==> config.mk <==
export PLATFORM = sky130hd
export DESIGN_NAME = wb_arbiter_2m
export DESIGN_NICKNAME = d
export VERILOG_FILES = /design/src/rtl/wb_arbiter_2m.sv
export SDC_FILE = /design/constraint.sdc
export NUM_CORES = 1
export LEC_CHECK = 0
export BUFFER_PORTS_ARGS = -buffer_cell sky130_fd_sc_hd__buf_2
export CAP_MARGIN = 20
export CORE_AREA = 2 2 360 362
export CTS_CLUSTER_SIZE = 20
export DETAILED_ROUTE_END_ITERATION = 8
export DIE_AREA = 0 0 362 364
export PLACE_DENSITY = 0.3
export RECOVER_POWER = 25
export SLEW_MARGIN = 0
export SYNTH_ARGS = -nofsm -noshare
export SYNTH_HDL_FRONTEND = slang
export SYNTH_SLANG_ARGS = --single-unit
export TNS_END_PERCENT = 1
==> constraint.sdc <==
create_clock -name i_clk -period 3.2 [get_ports i_clk]
set_input_delay 0.64 -clock i_clk [delete_from_list [all_inputs] [get_ports i_clk]]
set_output_delay 0.64 -clock i_clk [all_outputs]
set_load 0.1 [all_outputs]
==> src/rtl/wb_arbiter_2m.sv <==
// Two-master / one-slave Wishbone arbiter with round-robin tie-break, full-cycle
// bus locking and a per-access watchdog that reports err to the owning master.
module wb_arbiter_2m #(
  parameter int AW      = 32,
  parameter int DW      = 128,
  parameter int TIMEOUT = 16
) (
  input  logic              i_clk,
  input  logic              i_rst_n,
  input  logic [AW-1:0]     i_m0_adr,
  input  logic [DW/8-1:0]   i_m0_sel,
  input  logic              i_m0_we,
  input  logic [DW-1:0]     i_m0_dat,
  input  logic              i_m0_cyc,
  input  logic              i_m0_stb,
  output logic [DW-1:0]     o_m0_dat,
  output logic              o_m0_ack,
  output logic              o_m0_err,
  input  logic [AW-1:0]     i_m1_adr,
  input  logic [DW/8-1:0]   i_m1_sel,
  input  logic              i_m1_we,
  input  logic [DW-1:0]     i_m1_dat,
  input  logic              i_m1_cyc,
  input  logic              i_m1_stb,
  output logic [DW-1:0]     o_m1_dat,
  output logic              o_m1_ack,
  output logic              o_m1_err,
  output logic [AW-1:0]     o_s_adr,
  output logic [DW/8-1:0]   o_s_sel,
  output logic              o_s_we,
  output logic [DW-1:0]     o_s_dat,
  output logic              o_s_cyc,
  output logic              o_s_stb,
  input  logic [DW-1:0]     i_s_dat,
  input  logic              i_s_ack,
  input  logic              i_s_err,
  output logic [1:0]        o_grant,
  output logic              o_busy
);

  localparam int WDW = (TIMEOUT > 0) ? $clog2(TIMEOUT + 1) : 1;
  localparam logic [WDW-1:0] WD_LAST = WDW'((TIMEOUT > 0) ? TIMEOUT - 1 : 0);

  typedef enum logic [1:0] {
    IDLE = 2'd0,
    OWN0 = 2'd1,
    OWN1 = 2'd2
  } state_e;

  state_e         state_q, state_d;
  logic           last_m1_q, last_m1_d;  // 1: m1 was the most recent owner
  logic [WDW-1:0] wd_q, wd_d;
  logic           wd_err;
  logic           own0, own1;

  always_ff @(posedge i_clk or negedge i_rst_n) begin
    if (!i_rst_n) begin
      state_q   <= IDLE;
      last_m1_q <= 1'b1;
      wd_q      <= '0;
    end else begin
      state_q   <= state_d;
      last_m1_q <= last_m1_d;
      wd_q      <= wd_d;
    end
  end

  // Ownership ends only through IDLE, so every hand-over costs one dead cycle.
  always_comb begin
    state_d   = state_q;
    last_m1_d = last_m1_q;
    case (state_q)
      IDLE: begin
        if (i_m0_cyc && i_m1_cyc) begin
          state_d   = last_m1_q ? OWN0 : OWN1;
          last_m1_d = ~last_m1_q;
        end else if (i_m0_cyc) begin
          state_d   = OWN0;
          last_m1_d = 1'b0;
        end else if (i_m1_cyc) begin
          state_d   = OWN1;
          last_m1_d = 1'b1;
        end
      end
      OWN0:    if (!i_m0_cyc) state_d = IDLE;
      OWN1:    if (!i_m1_cyc) state_d = IDLE;
      default: state_d = IDLE;
    endcase
  end

  assign own0 = (state_q == OWN0);
  assign own1 = (state_q == OWN1);

  // Handshake: a beat is offered while o_s_cyc & o_s_stb are high and completes
  // in the cycle the slave raises ack (or err); ack/err return combinationally.
  always_comb begin
    o_s_adr = '0;
    o_s_sel = '0;
    o_s_we  = 1'b0;
    o_s_dat = '0;
    o_s_cyc = 1'b0;
    o_s_stb = 1'b0;
    if (own0) begin
      o_s_adr = i_m0_adr;
      o_s_sel = i_m0_sel;
      o_s_we  = i_m0_we;
      o_s_dat = i_m0_dat;
      o_s_cyc = i_m0_cyc;
      o_s_stb = i_m0_stb;
    end else if (own1) begin
      o_s_adr = i_m1_adr;
      o_s_sel = i_m1_sel;
      o_s_we  = i_m1_we;
      o_s_dat = i_m1_dat;
      o_s_cyc = i_m1_cyc;
      o_s_stb = i_m1_stb;
    end
  end

  // Watchdog counts stalled strobe cycles; a slave response always wins.
  always_comb begin
    wd_d   = wd_q;
    wd_err = 1'b0;
    if (state_q == IDLE || i_s_ack || i_s_err) begin
      wd_d = '0;
    end else if (o_s_stb) begin
      if (TIMEOUT != 0 && wd_q == WD_LAST) begin
        wd_err = 1'b1;
        wd_d   = '0;
      end else begin
        wd_d = wd_q + WDW'(1);
      end
    end
  end

  assign o_m0_dat = i_s_dat;
  assign o_m1_dat = i_s_dat;
  assign o_m0_ack = i_s_ack & own0;
  assign o_m1_ack = i_s_ack & own1;
  assign o_m0_err = (i_s_err | wd_err) & own0;
  assign o_m1_err = (i_s_err | wd_err) & own1;
  assign o_grant  = {own1, own0};
  assign o_busy   = own0 | own1;

endmodule

Yosys cells after proc, flatten, opt, wreduce, memory -nomap -nowiden --
Cells that the tools add are included.
Word-level totals: register bits 8, latch bits 0, bits in writable memories 0, memory bits (read-only) 0, output and inout bits 442, word-level logic and storage cells 53, memories kept 0
Operators by class: add/sub/neg operators 1, multipliers 0, div/mod/pow operators 0, magnitude comparators 0, equal/unequal tests 6, shift-type cells 0, muxes and demuxes 28, bitwise logic cells 7, reduce and logical (&&, ||, !) cells 8
Operators by type and width (number):
- $mux W128 | 2
- $mux W32 | 2
- $mux W16 | 2
- $mux W5 | 3
- $mux W1 | 12
- $mux W2 | 6
- $pmux W2 S3 | 1
- $add A5 B1 Y5 const B | 1
- $eq A5 B4 Y1 const B | 1
- $and A1 B1 Y1 | 4
- $ne A2 B2 Y1 const B | 2
- $ne A4 B4 Y1 const B | 1
- $reduce_and A3 Y1 | 1
- $reduce_bool A3 Y1 | 1
- $eq A2 B1 Y1 const B | 1
- $eq A2 B2 Y1 const B | 1
- $logic_not A2 Y1 | 1
- $logic_or A1 B1 Y1 | 2
- $or A1 B1 Y1 | 2
- $reduce_and A2 Y1 | 1
- $reduce_bool A2 Y1 | 1
- $logic_and A1 B1 Y1 | 1
- $not A1 Y1 | 1

Longest topological paths before layout --
depth after elaboration 7, depth in mapped cells 8, gate-level depth less buffers 5

Least setup slack after synthesis --
Ideal clock, no wire load.
kind reg2out, start point register state_q[0], end point output o_s_dat[100], data arrival time 3518 ps, required time 2560 ps, path slack -958 ps, stages on the path, launching flop included 8, buffers on the path 3, cells stage by stage dfrtp_1 -> inv_1 -> ha_1 -> buf_2 -> clkbuf_1 -> clkbuf_1 -> nand2_1 -> o21ai_0
On the way: longest elaborated chain between the ends 3
Ends and longest elaborated chain:
- start, declared | RTL line 50 | state_e state_q, state_d;
- start signal, assigned | RTL line 62 | state_q <= state_d;
- $eq A2 B2 Y1 | RTL line 92 | assign own1 = (state_q == OWN1);
- named net own1 | RTL line 54 | logic own0, own1;
- $mux W128 | RTL line 110 | end else if (own1) begin
- $mux W128 | RTL line 103 | if (own0) begin
- end, declared | RTL line 31 | output logic [DW-1:0] o_s_dat,
The timed path passes the listed nets, and every way through them passes these cells.

Worst setup path in the final report --
start point register state_q[1], end point output o_s_dat[23]
On the way: longest elaborated chain between the ends 3
Ends and longest elaborated chain (RTL line):
- $eq A2 B2 Y1 | 92
- $mux W128 | 110
- $mux W128 * | 103
Every way passes the cells marked *; elsewhere a longest branch is shown, timed or not.

==> reports/qor_table.md <==
| Quantity | Reported | Unit |
|---|---|---|
| Residual DRC | 0 | - |
| Area of the core | 128000 | sq um |
| Number of max-cap violations | 0 | - |
| Worst skew pair latency | 0.23 | ns |
| Via count of the first global-routing pass | 6659 | - |
| Category of the worst setup path capture point | output pin | - |
| Category of the worst setup path launch point | flop | - |
| Detailed-route via count | 6785 | - |
| Largest net degree at the start of global routing | 75 | - |
| Remaining global-route overflow | 0 | - |
| Number of setup buffers added after CTS | 0 | - |
| Sum of negative setup slack | 0 | ns |
| Maximum vdd drop | 0.358 | mV |
| Clock Path Buffers | 2 | - |
| Antenna violations before repair | 13 | - |
| TritonCTS clock tree | yes | - |
| Max-slew violations | 0 | - |
| Cell leakage power | 4.21 | nW |
| Clock transition time at the flip-flop clock pins of the worst setup and hold paths | 0.04 | ns |
| Yosys synthesis warning count | 0 | - |
| Final Routed Wirelength | 63800 | um |
| Layout-stage area growth over the synthesis result | 117 | % |
| DIE HEIGHT | 364 | um |
| Die Footprint | 132000 | sq um |
| Gate count after technology mapping | 902 | - |
| H-tree lvl count | 1 | - |
| Antenna violation net count after detailed routing | 0 | - |
| Setup slack of the worst register-to-register path | 1.26 | ns |
| Worst-path fanout max | 41 | - |
| Number of top-level pins | 932 | - |
| Rows | 132 | - |
| Post-detailed-route via-to-cell ratio | 2.38 | - |
| Number of buffers inserted by port buffering | 547 | - |
| Count of different cell masters after synthesis | 35 | - |
| Wire length of the first global-routing pass | 77000 | um |
| Final-layout fill cell count | 15.1k | - |
| Clock buffer count from CTS | 3 | - |
| Period Utilization, post-route | 0.961 | - |
| DR WL/cell | 22.4 | um |
| Required time of the critical path | 2.56 | ns |
| Origin of the critical flop-to-flop path | state_q[0]$_DFFE_PN0P_ | - |
| Nets in the synthesized netlist | 1396 | - |
| Worst R2R End | wd_q[3]$_DFFE_PN0P_ | - |
| Number of violations reported at the end of detailed-routing iteration 0 | 304 | - |
| Summed instance area of the synthesized netlist | 4950 | sq um |
| Number of hold violations in the final report | 0 | - |
| Depth of the worst register-to-register path | 5 | - |
| RSZ-0062 raised after global routing | true | - |
| Worst-case clock skew | 0.00108 | ns |
| RePlAce Congestion | 0.783 | - |
| Number of flip-flops and latches in the synthesized netlist | 8 | - |
| Class of the tightest hold or removal check | input port to asynchronous set/reset pin | - |
| Minimum period implied by the final worst setup slack | 3.08 | ns |
| Global router's overall resource usage | 0.0907 | - |
| Detailed Place HPWL | 59500 | um |
| Die W | 362 | um |
| Root Buffer Master | sky130_fd_sc_hd__clkbuf_16 | - |
| Critical path arrival | 2.44 | ns |
| Slew at the pin with the worst max-slew slack | 0.718 | ns |
| Count of clock tree sinks | 8 | - |
| CTS Hold Bufs | 0 | - |
| Layout cell share with drive strength beyond 1 | 0.510 | - |
| Ys async rst share | 1.00 | - |
| Highest Clock Rate | 0.325 | GHz |
| Power density over cell area | 1330 | nW/um^2 |
| Initial core utilization | 0.0386 | - |
| Most used flip-flop cell after synthesis | sky130_fd_sc_hd__dfrtp_1 | - |
| CP Class | flop to output pin | - |
| Result of the run | complete, no violations | - |
| Detailed-router iteration count before antenna repair | 5 | - |
| Net count, final | 1674 | - |
| Mean instance size in the synthesized netlist | 5.49 | sq um |
| Quantity of gates resized following cts | 16 | - |
| Worst slew slack as a fraction of its limit | 0.518 | - |
| Count of flip-flops with a built-in enable after synthesis | 0 | - |
| Placed cell area | 10600 | sq um |
| Final setup violation count | 0 | - |
| Final instance area | 10700 | sq um |
| Sequential fraction of the synthesis area | 0.0407 | - |
==> sequential cells by signal, summed over array words and instances (netlist names) <==
register	cells
wd_q	5
last_m1_q	1
state_q	2
==> logic make-up after synthesis <==
logic type	count (synthesis)	synth area share
simple gates	366	0.286
mux	1	0.00202
buf+inv	324	0.447
flops	8	0.0407
compound gates	199	0.214
fa+ha+maj	4	0.0101
==> report_power, final <==
group	switching, W	internal, W	total, W
clock	0.0000491	0.000166	0.000215
combinational	0.00995	0.00400	0.0140
sequential	0.0000176	0.000124	0.000142
==> worst max path at each step <==
stage	startpoint	end	slack (ns)
final	state_q[1]$_DFFE_PN0P_	o_s_dat[23]	0.12
after global routing	state_q[1]$_DFFE_PN0P_	o_s_dat[24]	-0.005
after CTS	state_q[0]$_DFFE_PN0P_	o_s_dat[40]	0.001
after detailed placement	state_q[1]$_DFFE_PN0P_	o_s_dat[23]	0.05
after global placement	state_q[0]$_DFFE_PN0P_	o_s_dat[25]	-0.16
after floorplan	state_q[0]$_DFFE_PN0P_	o_s_dat[15]	-0.70
==> per-stage QoR <==
step                        util  setup WS, ns  std cells  total power [W]  hold WS [ns]
after floorplan                -        -0.703        902          0.00959         0.344
after global placement    0.0829        -0.162       2848           0.0145         0.506
after detailed placement  0.0830        0.0497       2850           0.0144         0.510
after CTS                 0.0836       0.00115       2854           0.0147         0.264
after global routing      0.0837      -0.00483       2854           0.0149         0.375
final                     0.0837         0.123       2856           0.0143         0.347
==> cell usage in the layout (no fill, tap or decap), types with 2 or more instances in the layout <==
master	instances
sky130_fd_sc_hd__a211o_1	2
sky130_fd_sc_hd__a21boi_1	2
sky130_fd_sc_hd__a21oi_1	5
sky130_fd_sc_hd__a22o_1	5
sky130_fd_sc_hd__and2_1	2
sky130_fd_sc_hd__buf_12	181
sky130_fd_sc_hd__buf_2	372
sky130_fd_sc_hd__buf_4	37
sky130_fd_sc_hd__clkbuf_1	2
sky130_fd_sc_hd__clkbuf_16	3
sky130_fd_sc_hd__dfrtp_1	7
sky130_fd_sc_hd__diode_2	2
sky130_fd_sc_hd__ha_1	2
sky130_fd_sc_hd__ha_4	2
sky130_fd_sc_hd__inv_1	6
sky130_fd_sc_hd__nand2_1	352
sky130_fd_sc_hd__nand3_1	4
sky130_fd_sc_hd__o21ai_0	27
sky130_fd_sc_hd__o21ai_1	145
sky130_fd_sc_hd__o21ai_2	3
sky130_fd_sc_hd__o22ai_1	2
==> synth_stat cells, drive strengths merged (3+ instances only) <==
library cell    n  area, sq um
a22o            5         43.8
ha              4         50.1
a21oi           5         25.0
clkbuf         41          154
a21boi          3         22.5
inv             6         22.5
nand2         352         1320
dfrtp           7          175
o21ai         175          876
nand3           4         20.0
buf           277         2040
==> routing by layer <==
metal  share of wire  track usage
met1            0.41        0.109
met2            0.44        0.143
met3            0.13       0.0479
met4           0.019       0.0139
met5          0.0025      0.00835
==> worst max-delay path: stages, from the launching register on <==
cell and delay, ns:
sky130_fd_sc_hd__dfrtp_1 0.38, sky130_fd_sc_hd__inv_1 0.11, sky130_fd_sc_hd__ha_4 0.28, sky130_fd_sc_hd__buf_12 0.21, sky130_fd_sc_hd__buf_12 0.19, sky130_fd_sc_hd__buf_4 0.17
sky130_fd_sc_hd__o21ai_1 0.58, sky130_fd_sc_hd__buf_12 0.26
==> cell type report <==
| cell class | count | area [sq um] | area share |
|---|---|---|---|
| well taps | 1675 | 2100 | 0.195 |
| repair buffers | 591 | 5770 | 0.537 |
| clock buffers | 4 | 78.8 | 0.00734 |
| flip-flops and latches | 8 | 201 | 0.0188 |
| inverters | 6 | 22.5 | 0.00210 |
| diodes | 2 | 5.00 | 0.000466 |
| multi-input cells | 570 | 2570 | 0.239 |
(Power assumes the default switching activity.)
